===== src/rtl/mpp_tx_scheduler.sv =====
// Transmit scheduler for the MPP tail/hover waveform generator: arbitrates beacon
// bursts and digital-LF frames, times them in waveform periods and inserts guard gaps.
module mpp_tx_scheduler #(
   parameter int BEACON_PERIOD = 39,
   parameter int BEACON_REPS   = 4,
   parameter int DLF_PERIOD    = 22,
   parameter int DLF_BITS      = 8,
   parameter int GUARD_CYCLES  = 10
) (
   input  logic                clk,
   input  logic                rst,
   input  logic                beacon_req,
   input  logic                dlf_req,
   input  logic [DLF_BITS-1:0] dlf_data,
   output logic                enable_beacon,
   output logic                enable_digital_lf,
   output logic                busy,
   output logic                beacon_done,
   output logic                dlf_done,
   output logic                dlf_overflow
);

   localparam logic [1:0] S_IDLE   = 2'd0;
   localparam logic [1:0] S_BEACON = 2'd1;
   localparam logic [1:0] S_DLF    = 2'd2;
   localparam logic [1:0] S_GUARD  = 2'd3;

   localparam int BEACON_LEN = BEACON_REPS * BEACON_PERIOD;
   localparam int MAX_BD     = (BEACON_LEN > DLF_PERIOD) ? BEACON_LEN : DLF_PERIOD;
   localparam int CYC_MAX    = (MAX_BD > GUARD_CYCLES) ? MAX_BD : GUARD_CYCLES;
   localparam int CW         = (CYC_MAX > 1) ? $clog2(CYC_MAX) : 1;
   localparam int BW         = $clog2(DLF_BITS + 1);

   localparam logic [CW-1:0] BEACON_LAST = CW'(BEACON_LEN - 1);
   localparam logic [CW-1:0] DLF_LAST    = CW'(DLF_PERIOD - 1);
   localparam logic [CW-1:0] GUARD_LAST  = CW'(GUARD_CYCLES - 1);
   localparam logic [BW-1:0] BITS_LAST   = BW'(DLF_BITS - 1);

   logic [1:0]          state, state_n;
   logic [CW-1:0]       cnt, cnt_n;
   logic [BW-1:0]       bit_cnt, bit_n;
   logic [DLF_BITS-1:0] sr, sr_n;
   logic                beacon_pend, beacon_pend_n;
   logic                pend_vld, pend_vld_n;
   logic [DLF_BITS-1:0] pend_data, pend_data_n;
   logic                beacon_done_n, dlf_done_n, overflow_n;
   logic                dispatch;

   always_comb begin
      state_n       = state;
      cnt_n         = cnt + 1'b1;
      bit_n         = bit_cnt;
      sr_n          = sr;
      beacon_pend_n = beacon_pend;
      pend_vld_n    = pend_vld;
      pend_data_n   = pend_data;
      beacon_done_n = 1'b0;
      dlf_done_n    = 1'b0;
      overflow_n    = 1'b0;
      dispatch      = 1'b0;

      case (state)
         S_IDLE: dispatch = 1'b1;
         S_BEACON: begin
            if (cnt == BEACON_LAST) begin
               state_n       = S_GUARD;
               beacon_done_n = 1'b1;
            end
         end
         S_DLF: begin
            if (cnt == DLF_LAST) begin
               if (bit_cnt == BITS_LAST) begin
                  state_n    = S_GUARD;
                  dlf_done_n = 1'b1;
               end else begin
                  sr_n  = sr << 1;
                  bit_n = bit_cnt + 1'b1;
                  cnt_n = '0;
               end
            end
         end
         default: begin
            if (cnt == GUARD_LAST) begin
               state_n  = S_IDLE;
               dispatch = 1'b1;
            end
         end
      endcase

      // Capture first; a direct start below takes the request back out of storage.
      if (beacon_req && (state != S_BEACON))
         beacon_pend_n = 1'b1;
      if (dlf_req) begin
         if (pend_vld) begin
            overflow_n = 1'b1;
         end else begin
            pend_vld_n  = 1'b1;
            pend_data_n = dlf_data;
         end
      end

      if (dispatch) begin
         if (beacon_pend || beacon_req) begin
            state_n       = S_BEACON;
            beacon_pend_n = 1'b0;
         end else if (pend_vld) begin
            state_n    = S_DLF;
            sr_n       = pend_data;
            pend_vld_n = 1'b0;
         end else if (dlf_req) begin
            state_n    = S_DLF;
            sr_n       = dlf_data;
            pend_vld_n = 1'b0;
         end
      end

      if ((state_n != state) || (state_n == S_IDLE)) begin
         cnt_n = '0;
         bit_n = '0;
      end
   end

   always_ff @(posedge clk or posedge rst) begin
      if (rst) begin
         state             <= S_IDLE;
         cnt               <= '0;
         bit_cnt           <= '0;
         sr                <= '0;
         beacon_pend       <= 1'b0;
         pend_vld          <= 1'b0;
         pend_data         <= '0;
         enable_beacon     <= 1'b0;
         enable_digital_lf <= 1'b0;
         busy              <= 1'b0;
         beacon_done       <= 1'b0;
         dlf_done          <= 1'b0;
         dlf_overflow      <= 1'b0;
      end else begin
         state             <= state_n;
         cnt               <= cnt_n;
         bit_cnt           <= bit_n;
         sr                <= sr_n;
         beacon_pend       <= beacon_pend_n;
         pend_vld          <= pend_vld_n;
         pend_data         <= pend_data_n;
         // Outputs are registered from the next state so they align with it.
         enable_beacon     <= (state_n == S_BEACON);
         enable_digital_lf <= (state_n == S_DLF) && sr_n[DLF_BITS-1];
         busy              <= (state_n != S_IDLE);
         beacon_done       <= beacon_done_n;
         dlf_done          <= dlf_done_n;
         dlf_overflow      <= overflow_n;
      end
   end

endmodule


===== config.mk =====
export PLATFORM = sky130hd
export DESIGN_NAME = mpp_tx_scheduler
export DESIGN_NICKNAME = d
export VERILOG_FILES = /design/src/rtl/mpp_tx_scheduler.sv
export SDC_FILE = /design/constraint.sdc
export NUM_CORES = 1
export LEC_CHECK = 0
export CAP_MARGIN = 20
export CORE_MARGIN = 10
export CORE_UTILIZATION = 45
export CTS_CLUSTER_SIZE = 28
export DETAILED_ROUTE_END_ITERATION = 8
export PLACE_DENSITY_LB_ADDON = 0.08
export SLEW_MARGIN = 20
export SYNTH_ARGS = -nofsm -noshare
export SYNTH_HDL_FRONTEND = slang
export SYNTH_SLANG_ARGS = --single-unit

===== constraint.sdc =====
create_clock -name clk -period 2.1 [get_ports clk]
set_input_delay 0.21 -clock clk [delete_from_list [all_inputs] [get_ports clk]]
set_output_delay 0.21 -clock clk [all_outputs]
set_load 0.03 [all_outputs]

==> results_dict.tcl <==
set metrics [dict create \
    status "finished clean" \
    viasPerCell 5.52 \
    clock_latency_ns 0.28 \
    grt_pass1_vias 1373 \
    dp_hpwl_mm 2.54 \
    drtIter0Drc 124 \
    coreArea_um2 3970 \
    synth_fp_nets 171 \
    antenna_found_initial 0 \
    drt-total-wl_mm 3.40 \
    met2_usage 0.180 \
    cp-end-kind "register" \
    gr-total-overflow 0 \
    cts_max_path_buffers 2 \
    power.density_nw_per_um2 1210 \
    dieArea_um2 7020 \
    max_freq_mhz 531 \
    ys_types 49 \
    dr.pass1.iters 4 \
    drv_cap 0 \
    cp.arrival_ns 2.04 \
    setup_slack_ns 0.218 \
    numCtsBuffers 5 \
    cts_setup_buffers 0 \
    cts-root-buf "clkbuf_8" \
    period_minus_slack_ns 1.88 \
    finalSetupViolCount 0 \
    postRouteAntennaNets 0 \
    dp.cells 223 \
    grtUsageTotal 0.107 \
    synth_edf_count 0 \
    synth_warnings 0 \
    grt_pass1_wl_mm 6.31 \
    cp-start-kind "register" \
    async_flop_share 1.00 \
    fill_cells 357 \
    num_io_pins 18 \
    final_nets 195 \
    seq_area_frac_synth 0.519 \
    grt_max_degree 39 \
    final_common_cell "dfrtp_1" \
    crit_slowest_cell "dfrtp_1" \
    h-tree-depth 2 \
    p_total_mw 2.68 \
    post-place-ws_ns 0.237 \
    leakagePower_nw 0.984 \
    post_cts_resized 0 \
    peakVddDrop_mv 0.597 \
    fin_worst_skew_ns 0.00441 \
    slew_viol_final 0 \
    path_cells "inv_1, ha_1, nor4b_4, and3_4, a31oi_2, buf_4, nor2_4, o22ai_1" \
    cts_tree "yes" \
    die_w_um 83.8 \
    synth_ff_type "dfrtp_1" \
    drive_gt1_frac 0.188 \
    worst_pin_slew_ns 0.483 \
    synth_seq_cells 38 \
    syn_to_final_growth_pct 21.0 \
    start_util 0.461 \
    min_period_over_period 0.896 \
    post-route-drc-count 0 \
    hold_viol_final 0 \
    rows 23 \
    final_cell_mix "dfrtp_1, clkdlybuf4s50_1, nor2_1, mux2_2, a22oi_1" \
    netlist_instances 156 \
    clk_pin_slew_worst_paths_ns 0.07 \
    rsz0062_at_grt "false" \
    worstPathMaxFanout 9 \
    portBuffers 17 \
    critPathKind "register to register" \
    hold_buffers 0 \
    cts.sinks 38 \
    grtUsageMet1 0.123 \
    syn-mean-instance-area_um2 11.7 \
    layout.cells.non_filler 231 \
    netlist_area_um2 1830 \
    grt-busiest-layer "met2" \
    cp.required_ns 2.26 \
    slew_headroom 0.678 \
    max_stage_delay_ns 0.41 \
    diodes 0 \
    die_y_um 83.8 \
    tns_ns 0 \
    vias 1274 \
    use_met3 0.0410 \
    gp_congestion 0.838 \
    hp-class "input pin to async pin" \
    wl_per_cell_um 14.7 \
]
==> layout make-up <==
cell class / instances / area, um^2 / area share
clock inverter: 2 / 60.1 / 0.0271
clock buffer: 6 / 82.6 / 0.0373
inverter: 4 / 15.0 / 0.00678
multi-input combinational: 108 / 830 / 0.374
timing repair buffer: 23 / 215 / 0.0971
sequential: 38 / 951 / 0.429
tap: 50 / 62.6 / 0.0282
==> logic make-up (layout without fill, tap and decap cells) <==
| logic type | Yosys count | in the layout | share of synthesized area |
|---|---|---|---|
| AND/OR/NAND/NOR | 51 | 51 | 0.177 |
| flip-flops | 38 | 38 | 0.519 |
| AO/OA/AOI/OAI | 30 | 30 | 0.124 |
| multiplexers | 16 | 16 | 0.0936 |
| buffers and inverters | 10 | 35 | 0.0280 |
| XOR/XNOR | 8 | 8 | 0.0383 |
| adder cells (fa/ha/maj) | 3 | 3 | 0.0205 |
==> metrics by stage <==
stage                     area, um^2  hold WS (ns)   util
after global routing            2220         0.390  0.558
final                           2220         0.343  0.558
after floorplan                 1830         0.344      -
after CTS                       2220         0.358  0.558
after global placement          2070         0.490  0.522
after detailed placement        2070         0.497  0.522
==> flip-flops by register name (all words and copies together), names as in the netlist <==
signal and flops:
pend_vld 1, beacon_done 1, dlf_done 1, sr 8
beacon_pend 1, enable_digital_lf 1, enable_beacon 1, busy 1
pend_data 8, state 2, dlf_overflow 1, bit_cnt 4
cnt 8
==> synthesized netlist by cell type (2+ instances only) <==
cell / instances / share of area
o21ai_0: 2 / 0.0055
mux2i_1: 7 / 0.038
nor2b_1: 4 / 0.014
or2_1: 2 / 0.0068
nand3_1: 5 / 0.014
xnor2_1: 3 / 0.014
a22oi_1: 8 / 0.033
xor2_1: 5 / 0.024
o22ai_1: 7 / 0.024
inv_1: 4 / 0.0082
and3_1: 2 / 0.0068
nor2_1: 16 / 0.033
nand2_1: 4 / 0.0082
buf_2: 3 / 0.0082
ha_1: 3 / 0.020
nand4_1: 3 / 0.010
dfrtp_1: 38 / 0.52
mux2_2: 9 / 0.055
==> layer usage <==
metal  wire length [um]  vias to the layer above
met3                140                        6
met2               1710                       24
met4                 44                        0
met5                  0                        -
li1                   -                      614
met1               1510                      630
==> power breakdown <==
group          internal (mW)  total, mW  switching [mW]
combinational          0.410      0.733           0.323
clock                  0.506      0.750           0.244
sequential             0.982       1.20           0.213
total                   1.90       2.68           0.780
==> path summary, 6_finish.rpt <==
check,from,endpoint,slack [ns],cells past startpoint
min reg2reg,pend_data[2]$_DFFE_PP0P_,pend_data[2]$_DFFE_PP0P_,0.51,1
min in group clk,pend_data[2]$_DFFE_PP0P_,pend_data[2]$_DFFE_PP0P_,0.51,1
max reg2reg,cnt[1]$_DFF_PP0_,sr[6]$_DFF_PP0_,0.22,8
max in group asynchronous,rst,enable_beacon$_DFF_PP0_,1.42,3
min,rst,cnt[3]$_DFF_PP0_,0.34,3
max,cnt[1]$_DFF_PP0_,sr[6]$_DFF_PP0_,0.22,8
==> critical path: cells and delay by family, from the launching register on <==
kind	cells	cell delay (ns)
AO/OA/AOI/OAI	2	0.24
adder cells (fa/ha/maj)	1	0.15
buffers and inverters	2	0.28
flip-flops	1	0.41
AND/OR/NAND/NOR	3	0.68
No activity file was read; power rests on OpenSTA's default activity.
